[config.mk]
export PLATFORM = sky130hd
export DESIGN_NAME = mux_stream_arbiter
export DESIGN_NICKNAME = d
export VERILOG_FILES = /design/src/rtl/mux_stream_arbiter_pkg.sv /design/src/rtl/mux_stream_arbiter_mux2.sv /design/src/rtl/mux_stream_arbiter.sv
export SDC_FILE = /design/constraint.sdc
export NUM_CORES = 1
export LEC_CHECK = 0
export BUFFER_PORTS_ARGS = -buffer_cell sky130_fd_sc_hd__buf_4
export CAP_MARGIN = 20
export CORE_MARGIN = 2
export CORE_UTILIZATION = 30
export CTS_BUF_LIST = sky130_fd_sc_hd__clkbuf_4 sky130_fd_sc_hd__clkbuf_8
export DETAILED_ROUTE_END_ITERATION = 12
export MAX_ROUTING_LAYER = met4
export PLACE_DENSITY = 0.62
export SLEW_MARGIN = 0
export SYNTH_ARGS = -nofsm -noshare
export SYNTH_HDL_FRONTEND = slang
export SYNTH_SLANG_ARGS = --single-unit
[constraint.sdc]
create_clock -name clk -period 1.9 [get_ports clk]
set_clock_uncertainty 0.1 [all_clocks]
set_input_delay 0.38 -clock clk [delete_from_list [all_inputs] [get_ports clk]]
set_output_delay 0.38 -clock clk [all_outputs]
set_load 0.01 [all_outputs]
[src/rtl/mux_stream_arbiter_pkg.sv]
// Shared definitions for the two-source round-robin stream arbiter.
// Grant state encodings and burst counter width.
package mux_stream_arbiter_pkg;

    localparam int CNT_W = 4;

    typedef enum logic [1:0] {
        IDLE   = 2'd0,
        GRANT0 = 2'd1,
        GRANT1 = 2'd2
    } arb_state_t;

    // Grant state of the source that is not currently granted.
    function automatic arb_state_t other_grant(input arb_state_t s);
        return (s == GRANT1) ? GRANT0 : GRANT1;
    endfunction

endpackage

[src/rtl/mux_stream_arbiter_mux2.sv]
// WIDTH-bit 2:1 data mux steered by the arbiter grant.
module stream_mux2 #(
    parameter int WIDTH = 8
) (
    input  logic             sel,
    input  logic [WIDTH-1:0] in0_data,
    input  logic [WIDTH-1:0] in1_data,
    output logic [WIDTH-1:0] out_data
);

    assign out_data = sel ? in1_data : in0_data;

endmodule

[src/rtl/mux_stream_arbiter.sv]
// Two-input round-robin valid/ready arbiter with a burst limit; registers the
// winning word together with the select bit the downstream mux consumes.
module mux_stream_arbiter
    import mux_stream_arbiter_pkg::*;
#(
    parameter int WIDTH = 8,
    parameter int BURST = 4
) (
    input  logic             clk,
    input  logic             rst,
    input  logic             in0_valid,
    input  logic [WIDTH-1:0] in0_data,
    output logic             in0_ready,
    input  logic             in1_valid,
    input  logic [WIDTH-1:0] in1_data,
    output logic             in1_ready,
    output logic             out_valid,
    output logic [WIDTH-1:0] out_data,
    output logic             out_sel,
    input  logic             out_ready
);

    localparam logic [CNT_W-1:0] CNT_MAX = CNT_W'(BURST - 1);

    arb_state_t       state, state_nxt;
    logic [CNT_W-1:0] count, count_nxt;
    logic             last;
    logic             space, sel, xfer;
    logic             own_valid, oth_valid;
    logic [WIDTH-1:0] mux_data;

    // Ready depends only on grant and output slot, never on the source valid.
    assign space     = !out_valid || out_ready;
    assign in0_ready = (state == GRANT0) && space;
    assign in1_ready = (state == GRANT1) && space;
    assign sel       = (state == GRANT1);
    assign xfer      = (in0_valid && in0_ready) || (in1_valid && in1_ready);
    assign own_valid = sel ? in1_valid : in0_valid;
    assign oth_valid = sel ? in0_valid : in1_valid;

    stream_mux2 #(.WIDTH(WIDTH)) u_mux (
        .sel      (sel),
        .in0_data (in0_data),
        .in1_data (in1_data),
        .out_data (mux_data)
    );

    always_ff @(posedge clk or posedge rst) begin
        if (rst) begin
            state <= IDLE;
            count <= '0;
        end else begin
            state <= state_nxt;
            count <= count_nxt;
        end
    end

    always_comb begin
        state_nxt = state;
        count_nxt = count;
        case (state)
            IDLE: begin
                count_nxt = '0;
                if (in0_valid && in1_valid) state_nxt = last ? GRANT0 : GRANT1;
                else if (in0_valid)         state_nxt = GRANT0;
                else if (in1_valid)         state_nxt = GRANT1;
            end
            GRANT0, GRANT1: begin
                if (!own_valid) begin
                    count_nxt = '0;
                    state_nxt = oth_valid ? other_grant(state) : IDLE;
                end else if (xfer) begin
                    // Burst limit: hand over without a bubble if the other side waits.
                    if (count == CNT_MAX) begin
                        count_nxt = '0;
                        if (oth_valid) state_nxt = other_grant(state);
                    end else begin
                        count_nxt = count + 1'b1;
                    end
                end
            end
            default: begin
                state_nxt = IDLE;
                count_nxt = '0;
            end
        endcase
    end

    always_ff @(posedge clk or posedge rst) begin
        if (rst) begin
            out_valid <= 1'b0;
            out_data  <= '0;
            out_sel   <= 1'b0;
            last      <= 1'b1;
        end else if (xfer) begin
            out_valid <= 1'b1;
            out_data  <= mux_data;
            out_sel   <= sel;
            last      <= sel;
        end else if (out_ready) begin
            out_valid <= 1'b0;
        end
    end

endmodule
==> flow_summary.json, run 1 <==
{
  "path_class": "flip-flop to flip-flop",
  "drc": 0,
  "grt_pass1_wl_um": 3700,
  "hold_class": "input port to asynchronous set/reset pin",
  "die_y_um": 61.0,
  "setup_viol": 0,
  "synth_top_area_share": 0.410,
  "wl_per_cell_um": 11.6,
  "rsz0062_at_grt": "yes",
  "syn_area_um2": 976,
  "cp_max_fo": 4,
  "r2r_slack_ns": 0.05,
  "r2r-start": "count[0]$_DFFE_PP0P_",
  "fin_crit_sh": 0.971,
  "cts.sinks": 17,
  "slew_headroom": 0.562,
  "r2r_cells": 5,
  "fin_crit_ns": 1.85,
  "worstPathRequired_ns": 1.97,
  "cts_root_buffer": "clkbuf_4",
  "p_per_area_nw_per_um2": 1450,
  "io_pins": 33,
  "max-vdd-ir-drop_mv": 0.603,
  "clock.fmax_mhz": 542,
  "max_cap_viol_count": 0,
  "synthDistinctLibCells": 30,
  "fp.dieArea_um2": 3730,
  "cp-start-kind": "flip-flop",
  "final_cell_mix": "42 x buf_4, 16 x dfrtp_1, 12 x nor2_1",
  "synth_area_per_cell_um2": 10.2,
  "overflow": 0,
  "die_w_um": 61.0,
  "vias": 850,
  "initial_utilization": 0.317,
  "grt_max_degree": 18,
  "postRouteWirelength_um": 2140,
  "hold_buffers": 0,
  "portBuffers": 32,
  "grt_usage": 0.138,
  "num_rows": 20,
  "dr.pass1.iters": 4,
  "numCtsBuffers": 3,
  "layout_setup_ws_ns": 0.0543,
  "clock_latency_ns": 0.28,
  "syn_to_final_growth_pct": 44.0,
  "r2r_end": "state[0]$_DFFE_PP0P_",
  "finalHoldViolations": 0,
  "viasPerCell": 4.62,
  "synth-seq-area-share": 0.437,
  "synth_cells": 96,
  "synth_top_area_cell": "dfrtp_1",
  "synth_warnings": 0,
  "cp.arrival_ns": 1.92,
  "fin_hold_ws_ns": 0.0800,
  "nNetsFinal": 167,
  "layout_commonest_cell": "buf_4",
  "clk_path_buf_depth": 2,
  "drive_above_1_share": 0.407,
  "finalMaxSlewViolations": 0,
  "totalPowerFinal_mw": 2.04,
  "end_kind": "flip-flop",
  "synth_nets": 122,
  "clkSlewWorstSetupHoldPaths_ns": 0.10,
  "synthTopCellsByArea": "dfrtp_1 41%, mux2i_1 11%, ha_1 6.4%",
  "dp.cells": 177,
  "synth_seq_cells": 17,
  "p_leak_nw": 0.662,
  "cts_tree": "done",
  "antenna_found_initial": 0,
  "htreeDepth": 1,
  "crit_start": "count[0]$_DFFE_PP0P_",
  "n_antenna_cell": 0,
  "drt_iter0_drc": 24,
  "place_congestion": 0.749,
  "dp_slack_ns": -0.0448,
  "ant_nets": 0,
  "core-area_um2": 3080,
  "hpwl_um": 1620,
  "grt_pass1_vias": 867,
  "final_cells": 184,
  "status": "finished, final reports clean",
  "worst_pin_slew_ns": 0.656
}
## sequential cells by signal (all words and copies together) (netlist names)
name	count
count	4
last	1
out_data	8
out_sel	1
out_valid	1
state	2
## critical path: stages, from the launching register on
cell and delay (ns):
dfrtp_1 0.39, ha_1 0.17, or3b_4 0.40, o311ai_4 0.22
o211ai_2 0.15, mux2_4 0.31
## power breakdown
part           internal (mW)  switching, mW  total [mW]
clock                 0.0957          0.109       0.205
combinational          0.668          0.569        1.24
sequential             0.507         0.0873       0.594
total                   1.27          0.765        2.04
## synth_stat cells (all sizes together)
cell,count
o21ai,3
a22oi,2
nand2,6
a21oi,10
nor3b,1
inv,4
ha,5
nand3,2
nand3b,1
o211ai,1
nor2,13
dfrtp,16
a31oi,2
xnor2,1
nor4bb,1
buf,3
nand2b,2
nor3,2
mux2,2
dfstp,1
or3b,1
o311ai,1
nor4b,1
nor2b,2
mux2i,11
and2,2
## layer usage
| layer | vias up | share of wire | global-route usage |
|---|---|---|---|
| li1 | 422 | - | - |
| met1 | 400 | 0.45 | 0.163 |
| met2 | 26 | 0.49 | 0.231 |
| met3 | 2 | 0.059 | 0.0252 |
| met4 | 0 | 0.0065 | 0.0559 |
| met5 | - | 0 | - |
## how the worst max path moves through the flow
stage,to,slack [ns],depth (start not counted)
6_report,state[0]$_DFFE_PP0P_,0.05,5
2_1_floorplan,in1_ready,0.009,5
4_1_cts,in1_ready,0.01,5
5_1_grt,state[1]$_DFFE_PP0P_,-0.07,7
3_3_place_gp,state[0]$_DFFE_PP0P_,0.02,6
3_5_place_dp,state[0]$_DFFE_PP0P_,-0.04,6
## stage by stage
step / instance area, um2 / setup TNS, ns / util
3_3_place_gp: 1320 / 0 / 0.428
3_5_place_dp: 1320 / -0.0448 / 0.428
2_1_floorplan: 976 / 0 / -
4_1_cts: 1380 / 0 / 0.447
6_report: 1410 / 0 / 0.457
5_1_grt: 1410 / -0.138 / 0.457
## cell families (layout without fill, tap and decap cells)
logic type	count (synthesis)	in the layout	synth area share
fa+ha+maj	5	5	0.0641
flops	17	17	0.437
buf+inv	7	51	0.0295
simple gates	34	34	0.181
xor+xnor	1	1	0.00898
compound gates	19	19	0.140
mux	13	13	0.140
## what timing repair did
item                       4_1_cts  5_1_grt
setup buffers                    1        2
setup endpoints to repair        2        2
gates resized for setup          4        3
pin swaps                        0        1
## layout make-up
cell class                 count  area, um2
tap                           44       55.1
timing repair buffer          43        330
inverter                       4       15.0
sequential                    17        427
multi-input combinational     72        548
clock buffer                   4       30.0
fill                         296       1670
No activity file was read; power rests on OpenSTA's default activity.
==> run 2: changes to the inputs <==
- ABC_AREA: unset -> 1
==> run 2 against run 1 <==
Fmax up 3.7%. Critical endpoint is now in1_ready. Final area down 6.1%. First-iteration DRC count rose to 2.6 times the previous value. Register-to-register slack better by 0.20 ns. Non-clock buffer count down 6.
==> flow_summary.json, run 2 <==
{
  "final_cell_mix": "42 x nand2_1, 37 x buf_4, 15 x nor2_1, 15 x dfrtp_1, 10 x inv_1",
  "synth_seq_cells": 17,
  "fin_crit_ns": 1.78,
  "cp-start-kind": "flip-flop",
  "postRouteWirelength_um": 2220,
  "hpwl_um": 1720,
  "worst_pin_slew_ns": 0.659,
  "tns_ns": 0,
  "synth.most_common_cell": "nand2_1",
  "antenna_found_initial": 0,
  "synth-seq-area-share": 0.438,
  "status": "finished, final reports clean",
  "largest_register_ffs": 8,
  "num_rows": 20,
  "end_kind": "output pin",
  "synthArstFlopShare": 1.00,
  "drive_above_1_share": 0.299,
  "ant_nets": 0,
  "initial_utilization": 0.316,
  "io_pins": 33,
  "synthTopCellsByArea": "dfrtp_1 41%, nand2_1 16%, ha_1 6.4%",
  "max-vdd-ir-drop_mv": 0.755,
  "clock_latency_ns": 0.29,
  "viasPerCell": 4.49,
  "max_cap_viol_count": 0,
  "core-area_um2": 3080,
  "clkSlewWorstSetupHoldPaths_ns": 0.10,
  "cts_tree": "done",
  "fin_hold_ws_ns": 0.0757,
  "dp_slack_ns": 0.179,
  "drt_iter0_drc": 63,
  "portBuffers": 32,
  "syn_area_um2": 973,
  "cts_root_buffer": "clkbuf_4",
  "dp.cells": 202,
  "htreeDepth": 1,
  "synthFlopType": "dfrtp_1",
  "grt_pass1_vias": 856,
  "synth.top_cells.by_count": "42 x nand2_1, 16 x dfrtp_1, 15 x nor2_1",
  "fin_crit_sh": 0.937,
  "clock.fmax_mhz": 562,
  "nNetsFinal": 191,
  "vias": 933,
  "syn_to_final_growth_pct": 35.5,
  "fp.dieArea_um2": 3720,
  "cp.arrival_ns": 1.30,
  "synth_nets": 153,
  "n_fill_cell": 324,
  "synth_top_area_share": 0.411,
  "largest_register": "out_data",
  "worstPathRequired_ns": 1.42,
  "cp_max_fo": 7,
  "grt_pass1_wl_um": 3590,
  "p_per_area_nw_per_um2": 1430,
  "die_w_um": 61.0,
  "path_class": "flip-flop to output pin",
  "finalMaxSlewViolations": 0,
  "rsz0062_at_grt": "no",
  "cts.sinks": 17,
  "setup_viol": 0,
  "synth-edff-count": 0,
  "grt_max_degree": 21,
  "final_cells": 208,
  "largestRegisters": "out_data (8), count (4), state (2)",
  "overflow": 0,
  "slew_headroom": 0.560,
  "die_y_um": 61.0,
  "clk_path_buf_depth": 2,
  "finalHoldViolations": 0,
  "dr.pass1.iters": 4,
  "register_area_um2": 428,
  "grt_usage": 0.132,
  "layout_commonest_cell": "nand2_1",
  "synth_area_per_cell_um2": 7.66,
  "layout_setup_ws_ns": 0.120,
  "synth_cells": 127,
  "wl_per_cell_um": 10.6,
  "synthDistinctLibCells": 19,
  "place_congestion": 0.775,
  "numCtsBuffers": 3,
  "multi_input_area_um2": 483,
  "drc": 0,
  "synth_warnings": 0,
  "hold_class": "input port to asynchronous set/reset pin",
  "n_antenna_cell": 0,
  "synth_top_area_cell": "dfrtp_1",
  "p_leak_nw": 0.671
}
-- run 2: cell count changes after synthesis, moves of 2 or more --
| cell | before | now |
|---|---|---|
| nor2_1 | 12 | 15 |
| buf_4 | 0 | 2 |
| and2_1 | 2 | 0 |
| a21oi_1 | 10 | 5 |
| nand4_1 | 0 | 3 |
| nand2_1 | 6 | 42 |
| nor2b_1 | 2 | 0 |
| inv_1 | 4 | 11 |
| nor3_1 | 2 | 0 |
| nand3_1 | 2 | 9 |
| mux2i_1 | 11 | 0 |
| a31oi_1 | 2 | 8 |
| nand2b_1 | 2 | 0 |
-- run 2: worst paths after layout --
check | start | end | slack (ns) | depth (start not counted)
max in group asynchronous | rst | state[1]$_DFFE_PP0P_ | 1.17 | 2
setup / recovery | state[1]$_DFFE_PP0P_ | in1_ready | 0.12 | 5
min in group clk | in0_data[7] | out_data[7]$_DFFE_PP0P_ | 0.24 | 3
hold / removal | rst | out_valid$_DFFE_PP0P_ | 0.08 | 2
setup reg to reg | state[0]$_DFFE_PP0P_ | state[0]$_DFFE_PP0P_ | 0.25 | 8
hold reg to reg | out_sel$_DFFE_PP0P_ | out_sel$_DFFE_PP0P_ | 0.39 | 2
-- run 2: layout make-up --
type,instances,area share
multi-input combinational,94,0.366
clock buffer,4,0.0228
tap,44,0.0417
timing repair buffer,37,0.211
inverter,12,0.0342
sequential,17,0.324
-- run 2: critical path, stage by stage (launching register included) --
cell	delay (ns)
dfrtp_2	0.43
buf_4	0.14
ha_4	0.17
inv_2	0.08
a21oi_1	0.04
buf_4	0.14
-- run 2: logic make-up (layout without fill, tap and decap cells) --
| logic type | Yosys count | in the layout | synth area share |
|---|---|---|---|
| and+or+nand+nor | 71 | 71 | 0.310 |
| AOI/OAI and AO/OA | 18 | 18 | 0.109 |
| DFF | 17 | 17 | 0.438 |
| buffers and inverters | 16 | 53 | 0.0784 |
| adders and majority gates | 5 | 5 | 0.0643 |
-- run 2: timing repair --
item,4_1_cts,5_1_grt
resized for setup,1,3
hold buffers,0,0
endpoints found under the setup margin,1,2
setup buffers,0,2
-- run 2: through the flow --
stage | power, mW | util | cell area [um2]
global route | 2.09 | 0.428 | 1320
detailed placement | 1.64 | 0.409 | 1260
CTS | 1.85 | 0.420 | 1290
global placement | 1.61 | 0.409 | 1260
floorplan | 1.29 | - | 973
finish | 1.88 | 0.428 | 1320
-- run 2: power by group --
part | switching [mW] | internal, mW | total [mW]
sequential | 0.0838 | 0.511 | 0.594
combinational | 0.596 | 0.484 | 1.08
clock | 0.115 | 0.0959 | 0.211
total | 0.794 | 1.09 | 1.88
-- run 2: metal layers --
metal  routed length (um)  track usage
met1                 1010        0.154
met2                 1040        0.220
met3                  154       0.0320
met4                   10       0.0466
met5                    0            -
==> run 3: changes to the inputs <==
- CORE_MARGIN: 2 -> 3
- clock period: 1.9 -> 1.4 ns (I/O delays scaled with it)
==> run 3 against run 2 <==
Sequential share of layout area fell by 6.8 points. Sequential power rose by 43%. First-iteration DRC count fell by 51%. The flow now finishes with violations (setup timing). Wire length rose by 23%.
==> flow_summary.json, run 3 (synthesis results as in run 2) <==
{
  "status": "finished with violations",
  "violations": "setup timing",
  "largestRegisters": "out_data (8), count (4), state (2)",
  "layout_commonest_cell": "buf_4",
  "num_rows": 20,
  "grt_pass1_wl_um": 4700,
  "wl_met2_um": 1440,
  "wl_met1_um": 1120,
  "cpPeakStageDelay_ns": 0.43,
  "fin_crit_ns": 1.64,
  "clk_path_buf_depth": 2,
  "grt_max_degree": 18,
  "final_cell_mix": "41 x buf_4, 39 x nand2_1, 16 x dfrtp_1",
  "htreeDepth": 1,
  "wl_per_cell_um": 12.3,
  "finalMaxSlewViolations": 0,
  "hpwl_um": 1870,
  "cts_tree": "done",
  "cp.arrival_ns": 1.26,
  "setup_viol": 19,
  "grt_usage": 0.149,
  "hold_class": "input port to flip-flop",
  "slowest_stage": "dfrtp_1",
  "path_class": "flip-flop to output pin",
  "slew_headroom": 0.848,
  "viasPerCell": 4.77,
  "vias": 1055,
  "totalPowerFinal_mw": 3.41,
  "p_per_area_nw_per_um2": 2050,
  "cts.sinks": 17,
  "crit_family": "flip-flops",
  "largest_register": "out_data",
  "drt_iter0_drc": 31,
  "dr.max_layer_used": "met4",
  "worst_pin_slew_ns": 0.228,
  "r2r_slack_ns": -0.21,
  "fin_hold_ws_ns": 0.152,
  "postRouteWirelength_um": 2720,
  "max_cap_viol_count": 0,
  "rsz0062_at_grt": "yes",
  "clock.fmax_mhz": 611,
  "cts_root_buffer": "clkbuf_4",
  "multi_input_area_um2": 681,
  "die_w_um": 63.0,
  "portBuffers": 32,
  "ant_nets": 0,
  "die_y_um": 63.0,
  "cp.buffers_inverters": 2,
  "largest_register_ffs": 8,
  "end_kind": "output pin",
  "n_fill_cell": 284,
  "drive_above_1_share": 0.492,
  "cp_max_fo": 3,
  "path_cells": "buf_6 > ha_4 > a21boi_1 > buf_4",
  "dr.pass1.iters": 4,
  "finalHoldViolations": 0,
  "grt_pass1_vias": 1054,
  "antenna_found_initial": 0,
  "worstPathRequired_ns": 1.02,
  "core-area_um2": 3080,
  "max-vdd-ir-drop_mv": 0.868,
  "clkSlewWorstSetupHoldPaths_ns": 0.10,
  "fp.dieArea_um2": 3960,
  "clock_latency_ns": 0.29,
  "register_area_um2": 427,
  "layout_setup_ws_ns": -0.236,
  "met3_length_um": 138,
  "io_pins": 33,
  "cp-start-kind": "flip-flop",
  "overflow": 0,
  "initial_utilization": 0.316,
  "p_leak_nw": 0.774,
  "drc": 0,
  "numCtsBuffers": 3,
  "place_congestion": 0.763,
  "syn_to_final_growth_pct": 71.1,
  "nNetsFinal": 204,
  "fin_crit_sh": 1.17,
  "n_antenna_cell": 0
}
[run 3: changes by cell type in the layout (fill, tap and decap cells not counted), sizes merged]
cell	previous run	this run
buf	37	48
nand3	10	11
dlygate4sd3	0	1
[run 3: worst min-delay path, cell delays in order]
cell	delay (ns)
buf_4	0.11
nand2_1	0.05
a31oi_1	0.08
[run 3: layout make-up]
| cell class | count | share of cell area |
|---|---|---|
| timing repair buffer | 49 | 0.255 |
| clock buffer | 4 | 0.0180 |
| inverter | 12 | 0.0285 |
| sequential | 17 | 0.256 |
| tap | 44 | 0.0331 |
| multi-input combinational | 95 | 0.409 |
[run 3: routing by layer]
metal | track usage | vias up
li1 | - | 523
met1 | 0.164 | 503
met2 | 0.271 | 27
met3 | 0.0306 | 2
met4 | 0.0413 | 0
met5 | - | -
[run 3: what timing repair did]
| action | in CTS | in global routing |
|---|---|---|
| pin swaps | 3 | 6 |
| hold buffers | 1 | 0 |
| cloned | 3 | 0 |
| setup buffers | 4 | 3 |
| endpoints found under the setup margin | 19 | 19 |
| gates resized for setup | 27 | 23 |
| hold endpoints to repair | 16 | 0 |
[run 3: final timing paths]
check                                     startpoint                       to  cells past startpoint
worst min-delay path                     in1_data[7]  out_data[7]$_DFFE_PP0P_                      3
worst max register to register  state[0]$_DFFE_PP0P_     count[1]$_DFFE_PP0P_                      9
worst min register to register      last$_DFFE_PP1P_         last$_DFFE_PP1P_                      2
min in group asynchronous                        rst  out_data[3]$_DFFE_PP0P_                      4
max in group asynchronous                        rst         last$_DFFE_PP1P_                      4
worst max-delay path            state[0]$_DFFE_PP0P_                in0_ready                      4
[run 3: power breakdown]
group / total [mW] / switching, mW / internal [mW] / leakage (nW)
clock: 0.286 / 0.156 / 0.130 / 0.0184
combinational: 2.27 / 1.14 / 1.13 / 0.550
sequential: 0.852 / 0.161 / 0.691 / 0.206
[run 3: through the flow]
| stage | utilization | instances | setup TNS, ns | setup WS, ns | cell area [um2] |
|---|---|---|---|---|---|
| 2_1_floorplan | - | 127 | -0.258 | -0.0755 | 1010 |
| 3_3_place_gp | 0.439 | 208 | -0.879 | -0.106 | 1350 |
| 3_5_place_dp | 0.439 | 208 | -1.61 | -0.161 | 1350 |
| 4_1_cts | 0.517 | 220 | -3.69 | -0.256 | 1590 |
| 5_1_grt | 0.541 | 221 | -4.89 | -0.318 | 1670 |
| 6_report | 0.541 | 221 | -3.12 | -0.236 | 1670 |
